`src/rtl/hc_pipelined_subtractor_pkg.sv`:
```
// Shared constants and stage payload type for the Han-Carlson pipelined subtractor.
// Optional feature macro used by the top: HC_SUB_OVF_EN (adds the signed-overflow output).
package hc_pipelined_subtractor_pkg;

  localparam int HC_WIDTH     = 18;
  localparam int HC_LEVELS    = 5;
  localparam int HC_S1_LEVELS = 3;

  // Bit j of every vector is prefix column j+1; column 0 is the borrow-in
  // column (generate = ~bin, propagate = 0) and is carried by the bin field.
  typedef struct packed {
    logic [HC_WIDTH-1:0] p;      // raw propagate, kept for the sum XOR
    logic [HC_WIDTH-1:0] g_grp;  // group generate after the levels done so far
    logic [HC_WIDTH-1:0] p_grp;  // group propagate after the levels done so far
    logic                bin;    // borrow-in of this beat
  } hc_stage_t;

  // Distance to the partner column at a given prefix level (1-based).
  function automatic int hc_span(input int lvl);
    return 1 << (lvl - 1);
  endfunction

endpackage

```
`src/rtl/hc_pipelined_subtractor_prefix_cell.sv`:
```
// Prefix operator cell: black (HAS_P=1) outputs group generate and propagate,
// grey (HAS_P=0) outputs group generate only and drives p_out low.
module hc_prefix_cell #(
  parameter bit HAS_P = 1'b1
) (
  input  logic g_hi,
  input  logic p_hi,
  input  logic g_lo,
  input  logic p_lo,
  output logic g_out,
  output logic p_out
);

  assign g_out = g_hi | (p_hi & g_lo);

  if (HAS_P) begin : g_black
    assign p_out = p_hi & p_lo;
  end else begin : g_grey
    logic unused_p_lo;
    assign unused_p_lo = p_lo;
    assign p_out       = 1'b0;
  end

endmodule

```
`src/rtl/hc_pipelined_subtractor.sv`:
```
// Three-stage 18-bit subtractor (a - b - bin) on a Han-Carlson borrow tree with
// valid/ready on both sides. S0 registers p/g, S1 registers prefix levels 1-3,
// S2 finishes levels 4-5, the even-column grey row and the sum.
// Macro HC_SUB_OVF_EN adds the pipelined signed-overflow output ovf.
module hc_pipelined_subtractor
  import hc_pipelined_subtractor_pkg::*;
#(
  parameter int WIDTH = HC_WIDTH
) (
  input  logic             clk,
  input  logic             rst,
  input  logic             in_valid,
  output logic             in_ready,
  input  logic [WIDTH-1:0] a,
  input  logic [WIDTH-1:0] b,
  input  logic             bin,
  output logic             out_valid,
  input  logic             out_ready,
  output logic [WIDTH-1:0] diff,
  output logic             bout
`ifdef HC_SUB_OVF_EN
  ,
  output logic             ovf
`endif
);

  localparam int W = HC_WIDTH;

  hc_stage_t      s0_q, s0_d, s1_q, s1_d;
  logic           v0_q, v0_d, v1_q, v1_d, v2_q, v2_d;
  logic [W-1:0]   diff_q, diff_d;
  logic           bout_q, bout_d;
  logic           ld0, ld1, ld2;
  logic           cin0, cin1;
  logic [W-1:0]   l1_g, l1_p, l2_g, l2_p, l3_g, l3_p, l4_g, l4_p, l5_g;
  logic [W-1:0]   cf, carry;
`ifdef HC_SUB_OVF_EN
  logic           ovf_q, ovf_d;
`endif

  assign cin0 = ~s0_q.bin;
  assign cin1 = ~s1_q.bin;

  // Level 1 (span 1): odd columns combine with their even neighbour
  for (genvar j = 0; j < W; j++) begin : g_lvl1
    if (j % 2 == 1) begin : g_pass
      assign l1_g[j] = s0_q.g_grp[j];
      assign l1_p[j] = s0_q.p_grp[j];
    end else if (j < hc_span(1)) begin : g_cin
      hc_prefix_cell #(.HAS_P(1'b1)) u_cell (.g_hi(s0_q.g_grp[j]), .p_hi(s0_q.p_grp[j]),
        .g_lo(cin0), .p_lo(1'b0), .g_out(l1_g[j]), .p_out(l1_p[j]));
    end else begin : g_cell
      hc_prefix_cell #(.HAS_P(1'b1)) u_cell (.g_hi(s0_q.g_grp[j]), .p_hi(s0_q.p_grp[j]),
        .g_lo(s0_q.g_grp[j-hc_span(1)]), .p_lo(s0_q.p_grp[j-hc_span(1)]),
        .g_out(l1_g[j]), .p_out(l1_p[j]));
    end
  end

  // Levels 2..5 fold in the borrow-in column once the span reaches past it;
  // that group already contains column 0, so the extra merge is idempotent.
  for (genvar j = 0; j < W; j++) begin : g_lvl2
    if (j % 2 == 1) begin : g_pass
      assign l2_g[j] = l1_g[j];
      assign l2_p[j] = l1_p[j];
    end else if (j < hc_span(2)) begin : g_cin
      hc_prefix_cell #(.HAS_P(1'b1)) u_cell (.g_hi(l1_g[j]), .p_hi(l1_p[j]),
        .g_lo(cin0), .p_lo(1'b0), .g_out(l2_g[j]), .p_out(l2_p[j]));
    end else begin : g_cell
      hc_prefix_cell #(.HAS_P(1'b1)) u_cell (.g_hi(l1_g[j]), .p_hi(l1_p[j]),
        .g_lo(l1_g[j-hc_span(2)]), .p_lo(l1_p[j-hc_span(2)]), .g_out(l2_g[j]), .p_out(l2_p[j]));
    end
  end

  for (genvar j = 0; j < W; j++) begin : g_lvl3
    if (j % 2 == 1) begin : g_pass
      assign l3_g[j] = l2_g[j];
      assign l3_p[j] = l2_p[j];
    end else if (j < hc_span(HC_S1_LEVELS)) begin : g_cin
      hc_prefix_cell #(.HAS_P(1'b1)) u_cell (.g_hi(l2_g[j]), .p_hi(l2_p[j]),
        .g_lo(cin0), .p_lo(1'b0), .g_out(l3_g[j]), .p_out(l3_p[j]));
    end else begin : g_cell
      hc_prefix_cell #(.HAS_P(1'b1)) u_cell (.g_hi(l2_g[j]), .p_hi(l2_p[j]),
        .g_lo(l2_g[j-hc_span(HC_S1_LEVELS)]), .p_lo(l2_p[j-hc_span(HC_S1_LEVELS)]),
        .g_out(l3_g[j]), .p_out(l3_p[j]));
    end
  end

  for (genvar j = 0; j < W; j++) begin : g_lvl4
    if (j % 2 == 1) begin : g_pass
      assign l4_g[j] = s1_q.g_grp[j];
      assign l4_p[j] = s1_q.p_grp[j];
    end else if (j < hc_span(4)) begin : g_cin
      hc_prefix_cell #(.HAS_P(1'b1)) u_cell (.g_hi(s1_q.g_grp[j]), .p_hi(s1_q.p_grp[j]),
        .g_lo(cin1), .p_lo(1'b0), .g_out(l4_g[j]), .p_out(l4_p[j]));
    end else begin : g_cell
      hc_prefix_cell #(.HAS_P(1'b1)) u_cell (.g_hi(s1_q.g_grp[j]), .p_hi(s1_q.p_grp[j]),
        .g_lo(s1_q.g_grp[j-hc_span(4)]), .p_lo(s1_q.p_grp[j-hc_span(4)]),
        .g_out(l4_g[j]), .p_out(l4_p[j]));
    end
  end

  // Level 5 is the last odd-column level, so only generate is needed
  for (genvar j = 0; j < W; j++) begin : g_lvl5
    logic unused_p;
    if (j % 2 == 1) begin : g_pass
      assign l5_g[j] = l4_g[j];
      assign unused_p = 1'b0;
    end else if (j < hc_span(HC_LEVELS)) begin : g_cin
      hc_prefix_cell #(.HAS_P(1'b0)) u_cell (.g_hi(l4_g[j]), .p_hi(l4_p[j]),
        .g_lo(cin1), .p_lo(1'b0), .g_out(l5_g[j]), .p_out(unused_p));
    end else begin : g_cell
      hc_prefix_cell #(.HAS_P(1'b0)) u_cell (.g_hi(l4_g[j]), .p_hi(l4_p[j]),
        .g_lo(l4_g[j-hc_span(HC_LEVELS)]), .p_lo(l4_p[j-hc_span(HC_LEVELS)]),
        .g_out(l5_g[j]), .p_out(unused_p));
    end
  end

  // Final grey row: even columns take the completed prefix of their left neighbour
  for (genvar j = 0; j < W; j++) begin : g_fin
    logic unused_p;
    if (j % 2 == 0) begin : g_odd_col
      assign cf[j]    = l5_g[j];
      assign unused_p = 1'b0;
    end else begin : g_even_col
      hc_prefix_cell #(.HAS_P(1'b0)) u_cell (.g_hi(l5_g[j]), .p_hi(l4_p[j]),
        .g_lo(l5_g[j-1]), .p_lo(1'b0), .g_out(cf[j]), .p_out(unused_p));
    end
  end

  assign carry = {cf[W-2:0], cin1};

  // Ready chain: a stage may load when it is empty or the stage after it loads
  always_comb begin
    ld2      = ~v2_q | out_ready;
    ld1      = ~v1_q | ld2;
    ld0      = ~v0_q | ld1;
    in_ready = ld0;
    v0_d     = ld0 ? in_valid : v0_q;
    v1_d     = ld1 ? v0_q : v1_q;
    v2_d     = ld2 ? v1_q : v2_q;
  end

  // Stage payloads: capture only when a valid beat moves in
  always_comb begin
    s0_d   = s0_q;
    s1_d   = s1_q;
    diff_d = diff_q;
    bout_d = bout_q;
`ifdef HC_SUB_OVF_EN
    ovf_d  = ovf_q;
`endif
    if (ld0 && in_valid) begin
      s0_d = '{p: a ^ ~b, g_grp: a & ~b, p_grp: a ^ ~b, bin: bin};
    end
    if (ld1 && v0_q) begin
      s1_d = '{p: s0_q.p, g_grp: l3_g, p_grp: l3_p, bin: s0_q.bin};
    end
    if (ld2 && v1_q) begin
      diff_d = s1_q.p ^ carry;
      bout_d = ~cf[W-1];
`ifdef HC_SUB_OVF_EN
      // Top bit: p=0 means a and b differ there, and then g equals a's sign bit
      ovf_d  = ~s1_q.p[W-1] & (diff_d[W-1] ^ s1_q.g_grp[W-1]);
`endif
    end
  end

  // Pipeline registers, flushed by reset
  always_ff @(posedge clk or posedge rst) begin
    if (rst) begin
      v0_q   <= 1'b0;
      v1_q   <= 1'b0;
      v2_q   <= 1'b0;
      s0_q   <= '0;
      s1_q   <= '0;
      diff_q <= '0;
      bout_q <= 1'b0;
`ifdef HC_SUB_OVF_EN
      ovf_q  <= 1'b0;
`endif
    end else begin
      v0_q   <= v0_d;
      v1_q   <= v1_d;
      v2_q   <= v2_d;
      s0_q   <= s0_d;
      s1_q   <= s1_d;
      diff_q <= diff_d;
      bout_q <= bout_d;
`ifdef HC_SUB_OVF_EN
      ovf_q  <= ovf_d;
`endif
    end
  end

  assign out_valid = v2_q;
  assign diff      = diff_q;
  assign bout      = bout_q;
`ifdef HC_SUB_OVF_EN
  assign ovf       = ovf_q;
`endif

endmodule

```
`config.mk`:
```
export PLATFORM = sky130hd
export DESIGN_NAME = hc_pipelined_subtractor
export DESIGN_NICKNAME = d
export VERILOG_FILES = /design/src/rtl/hc_pipelined_subtractor_pkg.sv /design/src/rtl/hc_pipelined_subtractor_prefix_cell.sv /design/src/rtl/hc_pipelined_subtractor.sv
export SDC_FILE = /design/constraint.sdc
export NUM_CORES = 1
export LEC_CHECK = 0
export BUFFER_PORTS_ARGS = -buffer_cell sky130_fd_sc_hd__buf_4
export CORE_MARGIN = 1.5
export CORE_UTILIZATION = 48
export DETAILED_ROUTE_END_ITERATION = 7
export MAX_ROUTING_LAYER = met4
export PLACE_DENSITY = 0.76
export RECOVER_POWER = 100
export SKIP_LAST_GASP = 1
export SLEW_MARGIN = 15
export SYNTH_ARGS = -nofsm -noshare
export SYNTH_HDL_FRONTEND = slang
export SYNTH_SLANG_ARGS = --single-unit
```
`constraint.sdc`:
```
create_clock -name clk -period 3.88 [get_ports clk]
set_clock_uncertainty 0.2 [all_clocks]
set_input_delay 0.776 -clock clk [delete_from_list [all_inputs] [get_ports clk]]
set_output_delay 0.776 -clock clk [all_outputs]
set_load 0.05 [all_outputs]
```
# After elaboration in Yosys (flattened, before gate mapping)
# Index checks and enable logic that the tools add are counted.
dict set report classes {
  bitwise_logic 112
  reduce_logical 3
}
# operator n
set op_table {}
lappend op_table {{1-bit AND} 60}
lappend op_table {{1-bit bitwise OR} 42}
lappend op_table {{18-bit bitwise XOR} 2}
lappend op_table {{18-bit AND} 1}
lappend op_table {{18-bit inverter} 1}
lappend op_table {{1-bit inverter} 6}
lappend op_table {{1-bit logical AND} 3}
dict set report totals {
  regBits 110
  inputBits 41
  output_inout_bits 21
  elab_cells 127
}

# Logic depth before layout (Yosys ltp)
dict set report logic_depth {
  ltp_word 7
  mapped_depth 6
  depth_no_buf 5
}

# By module
# Synthesis repeated with hierarchy kept, for this count alone.
dict set report unflattened {
  hier_cells 409
  hier_area_um2 5631.7
}
# mod instances cells_per_inst area_per_inst_um2 seq_area_each_um2
set modules_own_cells {}
lappend modules_own_cells {hc_pipelined_subtractor 1 283 4753.3 2627.5}
lappend modules_own_cells {{hc_prefix_cell (g_lvl1[0].g_cin.u_cell ...)} 36 2 15.0 0.0}
lappend modules_own_cells {{hc_prefix_cell (g_fin[11].g_even_col.u_cell ...)} 18 3 18.8 0.0}

# Least setup slack after synthesis
# OpenSTA, ideal clock, no wires.
dict set report synth_timing {
  path_kind {input to output}
  start {input port out_ready}
  end {output port in_ready}
  t_arrival_ns 1.111
  t_required_ns 2.904
  setup_slack_ns 1.793
  cell_stages 2
  path_buffers 0
  cell_sequence {nor2b_4 > nand3_4}
}
dict set report synth_via {
  elab_chain_len 3
}
# element line_no
set synth_lines {}
lappend synth_lines {{start, declared} hc_pipelined_subtractor.sv:18} ;# input logic out_ready,
lappend synth_lines {{1-bit bitwise OR} hc_pipelined_subtractor.sv:134} ;# ld2 = ~v2_q | out_ready;
lappend synth_lines {{1-bit bitwise OR} hc_pipelined_subtractor.sv:135} ;# ld1 = ~v1_q | ld2;
lappend synth_lines {{1-bit bitwise OR} hc_pipelined_subtractor.sv:136} ;# ld0 = ~v0_q | ld1;
lappend synth_lines {{end, declared} hc_pipelined_subtractor.sv:13} ;# output logic in_ready,
# Every way passes these cells.

# Final worst setup path
# Same ends and word-level chain as after synthesis.

==> results.md <==
* Worst-margin pin slew at about 2200 ps
* Top cell type by total area after synthesis: dfrtp_1
* CTS resizes at 0
* Post-Route WL at around 8300 um
* Post-Layout Inst Area at 5170 um^2
* RSZ-0062 raised after global routing: no
* Post-synth EDFFs at 0
* Hold Crit Class: reg2reg
* Total gr overflow at 0
* Critical path launch point: out_ready
* Number of global-route vias before repair at between 2k and 3k
* H-Tree Depth at 3
* Syn avg cell area at around 11 um^2
* DP Cell Count at approximately 590
* Yosys warnings at 0
* Startpoint types: input pin
* Critical path class: in2out
* Post-synth top area share at 0.538
* Deepest clock path buffer count at 2
* Max Clk Rate at ~370 MHz
* Setup TNS at 0 ps
* 1st-iter DRT viols at 188
* Hold WS at ~280 ps
* Synth cell types at 34
* Cts hold-fix bufs at 0
* Fin nets at roughly 540
* Clock sink count at just over 100
* Ant diodes at 0
* Hold Violations, Final at 0
* Final Max Tran Viols at approximately 110
* Seq/Total Area, Yosys at 0.538
* Num CTS Buffers at 9
* Commonest non-fill, non-tap cell in the layout: nand2_1
* Routed Antenna Nets at 0
* Synth Instances at slightly above 400
* Placed wire-length estimate at between 6000 and 7000 um
* Via/cell ratio at 4.89
* Status: finished with violations
* Leakage power figure at approximately 2.6 nW
* FFs w/ async S/R, synth at 1.00
* Fillers at around 860
* RR Startpoint: v1_q$_DFFE_PP0P_
* Full die area at about 10000 um^2
* Initial Utilization at 0.501
* Maximum VDD drop at approximately 0.18 mV
* # setup viols final at 0
* Initial antenna violation count at 0
* CTS tree: built
* Die Width at 102 um
* Period utilisation layout at 0.692
* Row count at 35
* GRT Overall Usage at 0.180
* Pwr dens at approximately 600 nW/um^2
* Post-CTS setup buffer count at 0
* Layout Utilization at 0.552
* Crit path time final at approximately 2700 ps
* Most frequent cells in the layout: nand2_1, dfrtp_1, buf_4
* Syn-to-layout area delta at 10.2%
* CP Data Required Time at 2900 ps
* First-pass GRT wire length at between 10000 and 15000 um
* DR vias at ~3.0k
* Synth top area cells: dfrtp_1, mux2_4, nand2_1
* Largest net degree at the start of global routing at 55
* Setup crit end kind: output port
* Core box area at roughly 9400 um^2
* Post-Syn Area at around 4700 um^2
* Clk Latency, worst-skew pair at 360 ps
* Port bufs at 61
* Final Non-Filler Cells at just over 600
* Arrival time worst endpoint at about 1700 ps
* Max_slew headroom at -0.462
* Seq cells post-synth at slightly above 100
* Clock transition at the registers of the reported paths at about 100 ps
* Top Ports at between 60 and 70
* Failing checks: max-capacitance violations, max-slew violations
* Synth Net Count at 482
* Avg WL per Cell at about 14 um
* Pre-Repair DR Iteration Count at 4
* Max cap viols at 2
* Residual DRC at 0
* Placed Area at ~5200 um^2
* Crit path max fanout at 3
* Routability Congestion at 0.800
* Prevailing post-synth register cell: dfrtp_1
* Root buffer cell: clkbuf_8
* Hold_sp: l4_g[5]$_DFFE_PP0P_
* Layout cell share with drive strength beyond 1 at 0.163
* DIE HEIGHT at about 100 um
cells by family (layout without fill, tap and decap cells):
kind of cell,count (synthesis),count (layout),synth area share
xor gates and xnor gates,9,9,0.0168
AOI/OAI and AO/OA,52,52,0.0661
DFF,101,101,0.538
muxes,46,46,0.134
adders and majority gates,27,27,0.0719
buffers and inverters,35,100,0.0426
and+or+nand+nor,144,144,0.130
flip-flops by register name, summed over array words and instances, names as in the netlist:
| signal | flops |
|---|---|
| l1_p | 9 |
| l4_g | 9 |
| out_valid | 1 |
| v1_q | 1 |
| diff | 18 |
| bout | 1 |
| s1_q | 33 |
| s0_q | 19 |
| l1_g | 9 |
| v0_q | 1 |
metal layers:
layer / vias to the layer above / GRT usage / routed length [um] / share of wire
met5: - / - / 0 / 0
met4: 0 / 0.0601 / 93 / 0.011
met3: 7 / 0.0342 / 345 / 0.042
met2: 65 / 0.255 / 3610 / 0.43
met1: 1398 / 0.262 / 4260 / 0.51
li1: 1504 / - / - / -
worst paths after layout:
kind	end	slack (ps)	depth (start not counted)
worst max-delay path	in_ready	1200	4
worst min-delay path	l4_g[5]$_DFFE_PP0P_	280	2
worst max register to register	s1_q[17]$_DFFE_PP0P_	1460	3
worst min register to register	l4_g[5]$_DFFE_PP0P_	280	2
max in group asynchronous	s1_q[40]$_DFFE_PP0P_	1280	3
min in group asynchronous	diff[16]$_DFFE_PP0P_	780	2
cell usage after synthesis (3+ instances only):
master    count
nand2_1     112
dfrtp_1     101
mux2_4       30
ha_1         27
o21ai_0      22
inv_1        21
nor2_1       17
mux2_2       16
a21oi_1      13
xor2_1        9
buf_2         7
a21o_1        4
nand4_1       4
buf_12        3
buf_4         3
nand2b_1      3
o31ai_1       3
o41ai_1       3
layout make-up:
| cell class | count | area, um^2 | share of cell area |
|---|---|---|---|
| inverters | 21 | 80.1 | 0.0155 |
| repair buffers | 63 | 385 | 0.0745 |
| well taps | 129 | 161 | 0.0312 |
| multi-input cells | 278 | 1840 | 0.355 |
| clock buffers | 9 | 124 | 0.0239 |
| clock inverters | 7 | 58.8 | 0.0114 |
| flip-flops and latches | 101 | 2530 | 0.488 |
critical path: stages:
cell,delay [ps]
clkbuf_1,110
nor2b_1,80
nand3_1,230
clkbuf_1,500
stage by stage:
step	worst slack [ps]	total power [mW]
after floorplan	257	2.31
after global placement	1360	2.63
after detailed placement	1300	2.66
after CTS	1510	3.27
after global routing	792	3.30
final	1200	3.11
power breakdown:
group	switching [mW]	total [mW]	internal (mW)
Combinational	0.688	0.989	0.301
Clock	0.374	0.618	0.243
Sequential	0.188	1.50	1.31
Total	1.25	3.11	1.86
Note: power is estimated with default switching activity, not from simulation.
